**src/rtl/alu_result_display_if.sv**
```systemverilog
// Bundle of the signals between the ALU-result display block and its neighbours.
//   load        : start a conversion of r_in (accepted only while idle)
//   r_in        : 8-bit ALU result
//   signed_mode : 1 = r_in is two's complement, 0 = unsigned
//   busy        : conversion in progress
//   an          : active-low one-hot digit enables (0 ones, 1 tens, 2 hundreds, 3 sign)
//   seg         : active-low segments, g..a
//   dp          : active-low decimal point (always off)
// master : the producer side (drives load/r_in/signed_mode, observes the display pins)
// slave  : the display block itself
interface alu_result_display_if;
    logic       load;
    logic [7:0] r_in;
    logic       signed_mode;
    logic       busy;
    logic [3:0] an;
    logic [6:0] seg;
    logic       dp;

    modport master (
        output load, r_in, signed_mode,
        input  busy, an, seg, dp
    );

    modport slave (
        input  load, r_in, signed_mode,
        output busy, an, seg, dp
    );
endinterface

```
**src/rtl/alu_result_display.sv**
```systemverilog
// Captures an 8-bit ALU result, converts it to sign + three BCD digits with a serial
// shift-and-add-3 engine (one iteration per clock), and scans the result onto a
// 4-digit multiplexed common-anode 7-segment display.
// Ports:
//   clk : system clock, rising edge
//   rst : asynchronous active-high reset
//   ifc : alu_result_display_if.slave (load, r_in, signed_mode in; busy, an, seg, dp out)
// Parameters:
//   REFRESH_DIV : cycles each digit stays lit (>= 2)
module alu_result_display #(
    parameter int unsigned REFRESH_DIV = 50000
) (
    input logic                   clk,
    input logic                   rst,
    alu_result_display_if.slave   ifc
);

    typedef enum logic [1:0] {StIdle, StShift, StCommit} state_e;

    localparam int unsigned     CntW   = (REFRESH_DIV > 1) ? $clog2(REFRESH_DIV) : 1;
    localparam logic [CntW-1:0] CntMax = CntW'(REFRESH_DIV - 1);

    localparam logic [6:0] SegBlank = 7'b1111111;
    localparam logic [6:0] SegMinus = 7'b0111111;

    // Converter state
    state_e      state_q;
    logic        busy_q;
    logic [7:0]  mag_q;
    logic [11:0] bcd_q;
    logic [2:0]  iter_q;
    logic        neg_q;

    // Display registers: the only converter state the scanner looks at
    logic [11:0] disp_bcd_q;
    logic        disp_neg_q;

    // Scanner state
    logic [CntW-1:0] refresh_cnt_q;
    logic [1:0]      digit_q;
    logic [3:0]      an_q;
    logic [6:0]      seg_q;

    // Combinational helpers
    logic        neg_in;
    logic [7:0]  mag_in;
    logic [11:0] bcd_adj;
    logic [19:0] shift_val;
    logic [1:0]  digit_nxt;
    logic [3:0]  an_d;
    logic [6:0]  seg_d;
    logic [3:0]  hund;
    logic [3:0]  tens;
    logic [3:0]  ones;

    function automatic logic [3:0] add3(input logic [3:0] nib);
        return (nib >= 4'd5) ? nib + 4'd3 : nib;
    endfunction

    function automatic logic [6:0] glyph(input logic [3:0] d);
        logic [6:0] g;
        case (d)
            4'd0:    g = 7'b1000000;
            4'd1:    g = 7'b1111001;
            4'd2:    g = 7'b0100100;
            4'd3:    g = 7'b0110000;
            4'd4:    g = 7'b0011001;
            4'd5:    g = 7'b0010010;
            4'd6:    g = 7'b0000010;
            4'd7:    g = 7'b1111000;
            4'd8:    g = 7'b0000000;
            4'd9:    g = 7'b0010000;
            default: g = SegBlank;
        endcase
        return g;
    endfunction

    always_comb begin
        neg_in = ifc.signed_mode & ifc.r_in[7];
        // 8-bit negate is enough: -128 wraps to 8'h80, which read unsigned is 128.
        mag_in = neg_in ? (8'd0 - ifc.r_in) : ifc.r_in;

        bcd_adj   = {add3(bcd_q[11:8]), add3(bcd_q[7:4]), add3(bcd_q[3:0])};
        shift_val = {bcd_adj, mag_q} << 1;
    end

    // Conversion FSM; busy is registered so it rises on the accepting edge.
    always_ff @(posedge clk or posedge rst) begin
        if (rst) begin
            state_q    <= StIdle;
            busy_q     <= 1'b0;
            mag_q      <= 8'd0;
            bcd_q      <= 12'd0;
            iter_q     <= 3'd0;
            neg_q      <= 1'b0;
            disp_bcd_q <= 12'd0;
            disp_neg_q <= 1'b0;
        end else begin
            unique case (state_q)
                StIdle: begin
                    if (ifc.load) begin
                        mag_q   <= mag_in;
                        neg_q   <= neg_in;
                        bcd_q   <= 12'd0;
                        iter_q  <= 3'd0;
                        busy_q  <= 1'b1;
                        state_q <= StShift;
                    end
                end
                StShift: begin
                    bcd_q  <= shift_val[19:8];
                    mag_q  <= shift_val[7:0];
                    iter_q <= iter_q + 3'd1;
                    if (iter_q == 3'd7) begin
                        state_q <= StCommit;
                    end
                end
                StCommit: begin
                    disp_bcd_q <= bcd_q;
                    disp_neg_q <= neg_q;
                    busy_q     <= 1'b0;
                    state_q    <= StIdle;
                end
                default: begin
                    busy_q  <= 1'b0;
                    state_q <= StIdle;
                end
            endcase
        end
    end

    // Next digit's enable and glyph, loaded together on the wrap edge.
    always_comb begin
        hund      = disp_bcd_q[11:8];
        tens      = disp_bcd_q[7:4];
        ones      = disp_bcd_q[3:0];
        digit_nxt = digit_q + 2'd1;
        an_d      = ~(4'b0001 << digit_nxt);
        seg_d     = SegBlank;
        unique case (digit_nxt)
            2'd0: seg_d = glyph(ones);
            2'd1: seg_d = ((hund == 4'd0) && (tens == 4'd0)) ? SegBlank : glyph(tens);
            2'd2: seg_d = (hund == 4'd0) ? SegBlank : glyph(hund);
            2'd3: seg_d = disp_neg_q ? SegMinus : SegBlank;
        endcase
    end

    always_ff @(posedge clk or posedge rst) begin
        if (rst) begin
            refresh_cnt_q <= '0;
            digit_q       <= 2'd0;
            an_q          <= 4'b1110;
            seg_q         <= 7'b1000000;
        end else if (refresh_cnt_q == CntMax) begin
            refresh_cnt_q <= '0;
            digit_q       <= digit_nxt;
            an_q          <= an_d;
            seg_q         <= seg_d;
        end else begin
            refresh_cnt_q <= refresh_cnt_q + CntW'(1);
        end
    end

    assign ifc.busy = busy_q;
    assign ifc.an   = an_q;
    assign ifc.seg  = seg_q;
    assign ifc.dp   = 1'b1;

endmodule

```
**src/flat_wrapper.sv**
```systemverilog
// flat-port wrapper written by rule: the top's interface ports become plain ports
module alu_result_display_flat 
#(
    parameter int unsigned REFRESH_DIV = 50000
)
  (clk, rst, ifc_load, ifc_r_in, ifc_signed_mode, ifc_busy, ifc_an, ifc_seg, ifc_dp);
  alu_result_display_if ifc_i ();
  input logic clk;
  input logic rst;
  input wire logic [$bits(ifc_i.load)-1:0] ifc_load;
  input wire logic [$bits(ifc_i.r_in)-1:0] ifc_r_in;
  input wire logic [$bits(ifc_i.signed_mode)-1:0] ifc_signed_mode;
  output wire logic [$bits(ifc_i.busy)-1:0] ifc_busy;
  output wire logic [$bits(ifc_i.an)-1:0] ifc_an;
  output wire logic [$bits(ifc_i.seg)-1:0] ifc_seg;
  output wire logic [$bits(ifc_i.dp)-1:0] ifc_dp;
  assign ifc_i.load = ifc_load;
  assign ifc_i.r_in = ifc_r_in;
  assign ifc_i.signed_mode = ifc_signed_mode;
  assign ifc_busy = ifc_i.busy;
  assign ifc_an = ifc_i.an;
  assign ifc_seg = ifc_i.seg;
  assign ifc_dp = ifc_i.dp;
  alu_result_display #(.REFRESH_DIV(REFRESH_DIV)) u_core (.clk(clk), .rst(rst), .ifc(ifc_i));
endmodule
```
**config.mk**
```make
export PLATFORM = sky130hd
export DESIGN_NAME = alu_result_display_flat
export DESIGN_NICKNAME = d
export VERILOG_FILES = /design/src/rtl/alu_result_display_if.sv /design/src/rtl/alu_result_display.sv /design/src/flat_wrapper.sv
export SDC_FILE = /design/constraint.sdc
export NUM_CORES = 1
export LEC_CHECK = 0
export ABC_AREA = 1
export BUFFER_PORTS_ARGS = -buffer_cell sky130_fd_sc_hd__buf_2
export CAP_MARGIN = 30
export CORE_UTILIZATION = 45
export CTS_CLUSTER_DIAMETER = 150
export CTS_CLUSTER_SIZE = 12
export DETAILED_ROUTE_END_ITERATION = 7
export GPL_TIMING_DRIVEN = 0
export PLACE_DENSITY = 0.66
export SLEW_MARGIN = 10
export SYNTH_ARGS = -nofsm -noshare
export SYNTH_HDL_FRONTEND = slang
export SYNTH_SLANG_ARGS = --single-unit
```
**constraint.sdc**
```tcl
create_clock -name clk -period 2.41 [get_ports clk]
set_input_delay 0 -clock clk [delete_from_list [all_inputs] [get_ports clk]]
set_output_delay 0 -clock clk [all_outputs]
set_load 0.005 [all_outputs]
```
==> results.md <==
- Post-synthesis cell type count: 35
- Initial Utilization: 47.1%
- Core ar.: 8300 sq um
- Slew Limit Fails: 0
- Layout cells sized above 1: 12.9%
- Worst skew pair latency: 0.34 ns
- Maximum vdd drop: 0.393 mV
- Hold Vio Cnt, Final: 0
- Num rows: 33
- Cell count after synthesis: 480
- Max FO, Critical Path: 6
- Diodes inserted: 0
- Synth warn: 0
- Fraction of the mapped netlist area in compound gates: 16.6%
- Placer Congestion: 0.848
- Clk root buf: clkbuf_8
- Overall routing resource usage: 18.4%
- H-tree levels: 3
- Most common cell after layout, fill and taps aside: nand2_1
- Via density: 4.95
- Fillers: 782
- Syn avg cell area: 8.14 sq um
- Fin cells: 634
- Reported leakage power: 2.29 nW
- FF-to-FF Start: u_core.state_q[1]$_DFFE_PP0P_
- Main synth FF type: dfrtp_1
- Net count, final: 566
- Die W: 95.2 um
- CTS tree: yes
- Yosys reg bits: 69
- CP arrival: 1.87 ns
- Vias in the first global route: 2950
- Die ar.: 9060 sq um
- Synth Area in Simple Gates: 19.1%
- Sequential-to-total area share from yosys stat: 44.3%
- Largest net degree at the start of global routing: 62
- Worst Setup End Kind: flip-flop
- Adder-cell share of the synthesized area: 9.60%
- Setup TNS: 0 ns
- ANT nets after route: 0
- Largest family of logic cells by synthesized area: simple AND/OR/NAND/NOR gates
- Max Cap Viol: 0
- Slowest CP cell: dlygate4sd3_1
- # DRC: 0
- Skew final: 0.0133 ns
- Final WL: 7390 um
- Buffers on Ports: 23
- Worst hold path type: input port to flip-flop
- Critical path launch point: u_core.state_q[1]$_DFFE_PP0P_
- Cell total after placement: 609
- Wirelength per Cell: 11.7 um
- Crit-path cells: nor3_4 -> nand3_1 -> dlygate4sd3_1 -> nand2_1
- Hold Path Origin: ifc_r_in[6]
- Max Fclk: 628 MHz
- Final instance area: 4470 sq um
- Cell Area, Synth: 3910 sq um
- Number of flops mapped to enable cells by yosys: 0
- Final Util: 53.9%
- Die Height: 95.2 um
- Initial antenna violation count: 0
- PD cells: 997 nW/um^2
- Mapped Nets: 522
- First-pass GRT wire length: 13000 um
- Post-synth ARST share: 100%
- Synth-to-Final Area Change: 14.4%
- Clock Pin Slew Worst Setup and Hold Paths: 0.08 ns
- Fin crit share: 66.1%
- Crit path kind: flip-flop to flip-flop
- Hold WS: 0.0389 ns
- Clock Path Buffers: 2
- Startpoint types: flip-flop
- XOR/XNOR Fraction of Synth Area: 2.69%
- Final min period: 1.59 ns
- Placed Area: 4190 sq um
- Vias post-DR: 3140
- DP HPWL: 5470 um
- Worst path max stage delay: 0.56 ns
- Commonest cells after routing, fill and taps aside: nand2_1 (91), o21ai_0 (77), dfrtp_1 (65)
- Initial DRT Pass Iterations: 4
- Status: completed
- Clock Sinks: 69
- Ports: 25
- TritonCTS Buffers: 9
- Starting DRT DRC Count: 104
- Proportion of synthesized area in mux cells: 0%
- Unrepaired setup endpoints after global routing: false
- Setup violators final: 0
- Req. time, crit path: 2.69 ns
- Overflow after GRT: 0
[kinds of logic (layout without fill, tap and decap cells)]
family	count (synthesis)	count (layout)
flops	69	69
fa+ha+maj	30	30
other cells	1	1
compound gates	120	120
simple gates	174	174
buf+inv	74	123
xor+xnor	12	12
[metal layers]
layer | global-route usage, % | vias up | part of all wire, %
met4 | 5.68 | 0 | 1.4
li1 | - | 1655 | -
met1 | 24.3 | 1438 | 51
met3 | 4.55 | 11 | 2.7
met2 | 29.5 | 36 | 45
met5 | 0 | - | 0
[area by class of cell]
cell class / instances / area, sq um / area share, %
clock inverters: 7 / 72.6 / 1.62
repair buffers: 33 / 233 / 5.20
clock buffers: 9 / 124 / 2.77
well taps: 105 / 131 / 2.94
flip-flops and latches: 69 / 1730 / 38.7
inverters: 64 / 243 / 5.43
plain buffers: 10 / 56.3 / 1.26
multi-input cells: 337 / 1880 / 42.1
[cells in the mapped netlist, types with 2 or more instances]
| cell type | count | share of area, % |
|---|---|---|
| inv_2 | 4 | 0.38 |
| nand3_1 | 14 | 1.8 |
| ha_1 | 30 | 9.6 |
| nor3_1 | 2 | 0.26 |
| nand2_1 | 91 | 8.7 |
| dfrtp_1 | 65 | 42 |
| nor2_1 | 51 | 4.9 |
| nand3_2 | 3 | 0.77 |
| o211ai_1 | 3 | 0.58 |
| o21ai_0 | 77 | 9.9 |
| o32ai_1 | 2 | 0.45 |
| nor2_4 | 2 | 0.58 |
| a21oi_1 | 22 | 2.8 |
| o21ai_1 | 2 | 0.26 |
| xor2_1 | 11 | 2.5 |
| inv_1 | 60 | 5.8 |
| buf_2 | 6 | 0.77 |
| clkbuf_1 | 2 | 0.19 |
| a31oi_1 | 4 | 0.64 |
| a22oi_1 | 6 | 1.2 |
| a22o_1 | 2 | 0.45 |
| dfstp_2 | 4 | 2.7 |
| nor2_2 | 3 | 0.48 |
| nand4_1 | 3 | 0.48 |
[stage by stage]
| step | worst slack [ns] | power, mW |
|---|---|---|
| 3_5_place_dp | 0.848 | 3.53 |
| 4_1_cts | 0.812 | 4.50 |
| 6_report | 0.818 | 4.46 |
| 5_1_grt | 0.662 | 4.92 |
| 2_1_floorplan | 0.677 | 3.10 |
| 3_3_place_gp | -0.140 | 3.47 |
[what timing repair did]
| action | CTS | global route |
|---|---|---|
| resized for setup | 0 | 0 |
| hold buffers | 9 | 0 |
| endpoints found under the hold margin | 72 | 0 |
| setup buffers | 0 | 0 |
| endpoints found under the setup margin | 0 | 0 |
[where the power goes]
group	switching (mW)	internal, mW	total (mW)	leakage, nW
clock	0.459	0.481	0.940	0.0960
combinational	1.09	0.678	1.77	1.33
sequential	0.272	1.48	1.75	0.864
total	1.82	2.63	4.46	2.29
[worst max-delay path, delay by kind of cell, from the launching register on]
family                 cells  cell delay, ns
buffers and inverters      1            0.56
flip-flops                 1            0.47
AND/OR/NAND/NOR            3            0.50
[registers in the layout, indices dropped and copies added, names as in the netlist, 2 cells and up]
name and cells:
u_core.bcd_q 12, u_core.digit_q 2, u_core.disp_bcd_q 12, u_core.ifc.an 4, u_core.ifc.seg 7, u_core.iter_q 3, u_core.mag_q 8, u_core.refresh_cnt_q 16
u_core.state_q 2
[path summary, 6_finish.rpt]
check	end	slack, ns	cells past startpoint
max in group asynchronous	u_core.ifc.seg[6]$_DFFE_PP1N_	1.75	4
worst min register to register	u_core.ifc.seg[3]$_DFFE_PP0N_	0.47	2
min in group asynchronous	u_core.refresh_cnt_q[12]$_DFF_PP0_	0.09	3
worst max register to register	u_core.mag_q[7]$_DFFE_PP0P_	0.82	4
worst max-delay path	u_core.mag_q[7]$_DFFE_PP0P_	0.82	4
worst min-delay path	u_core.mag_q[6]$_DFFE_PP0P_	0.04	4
Note: power is estimated with default switching activity, not from simulation.
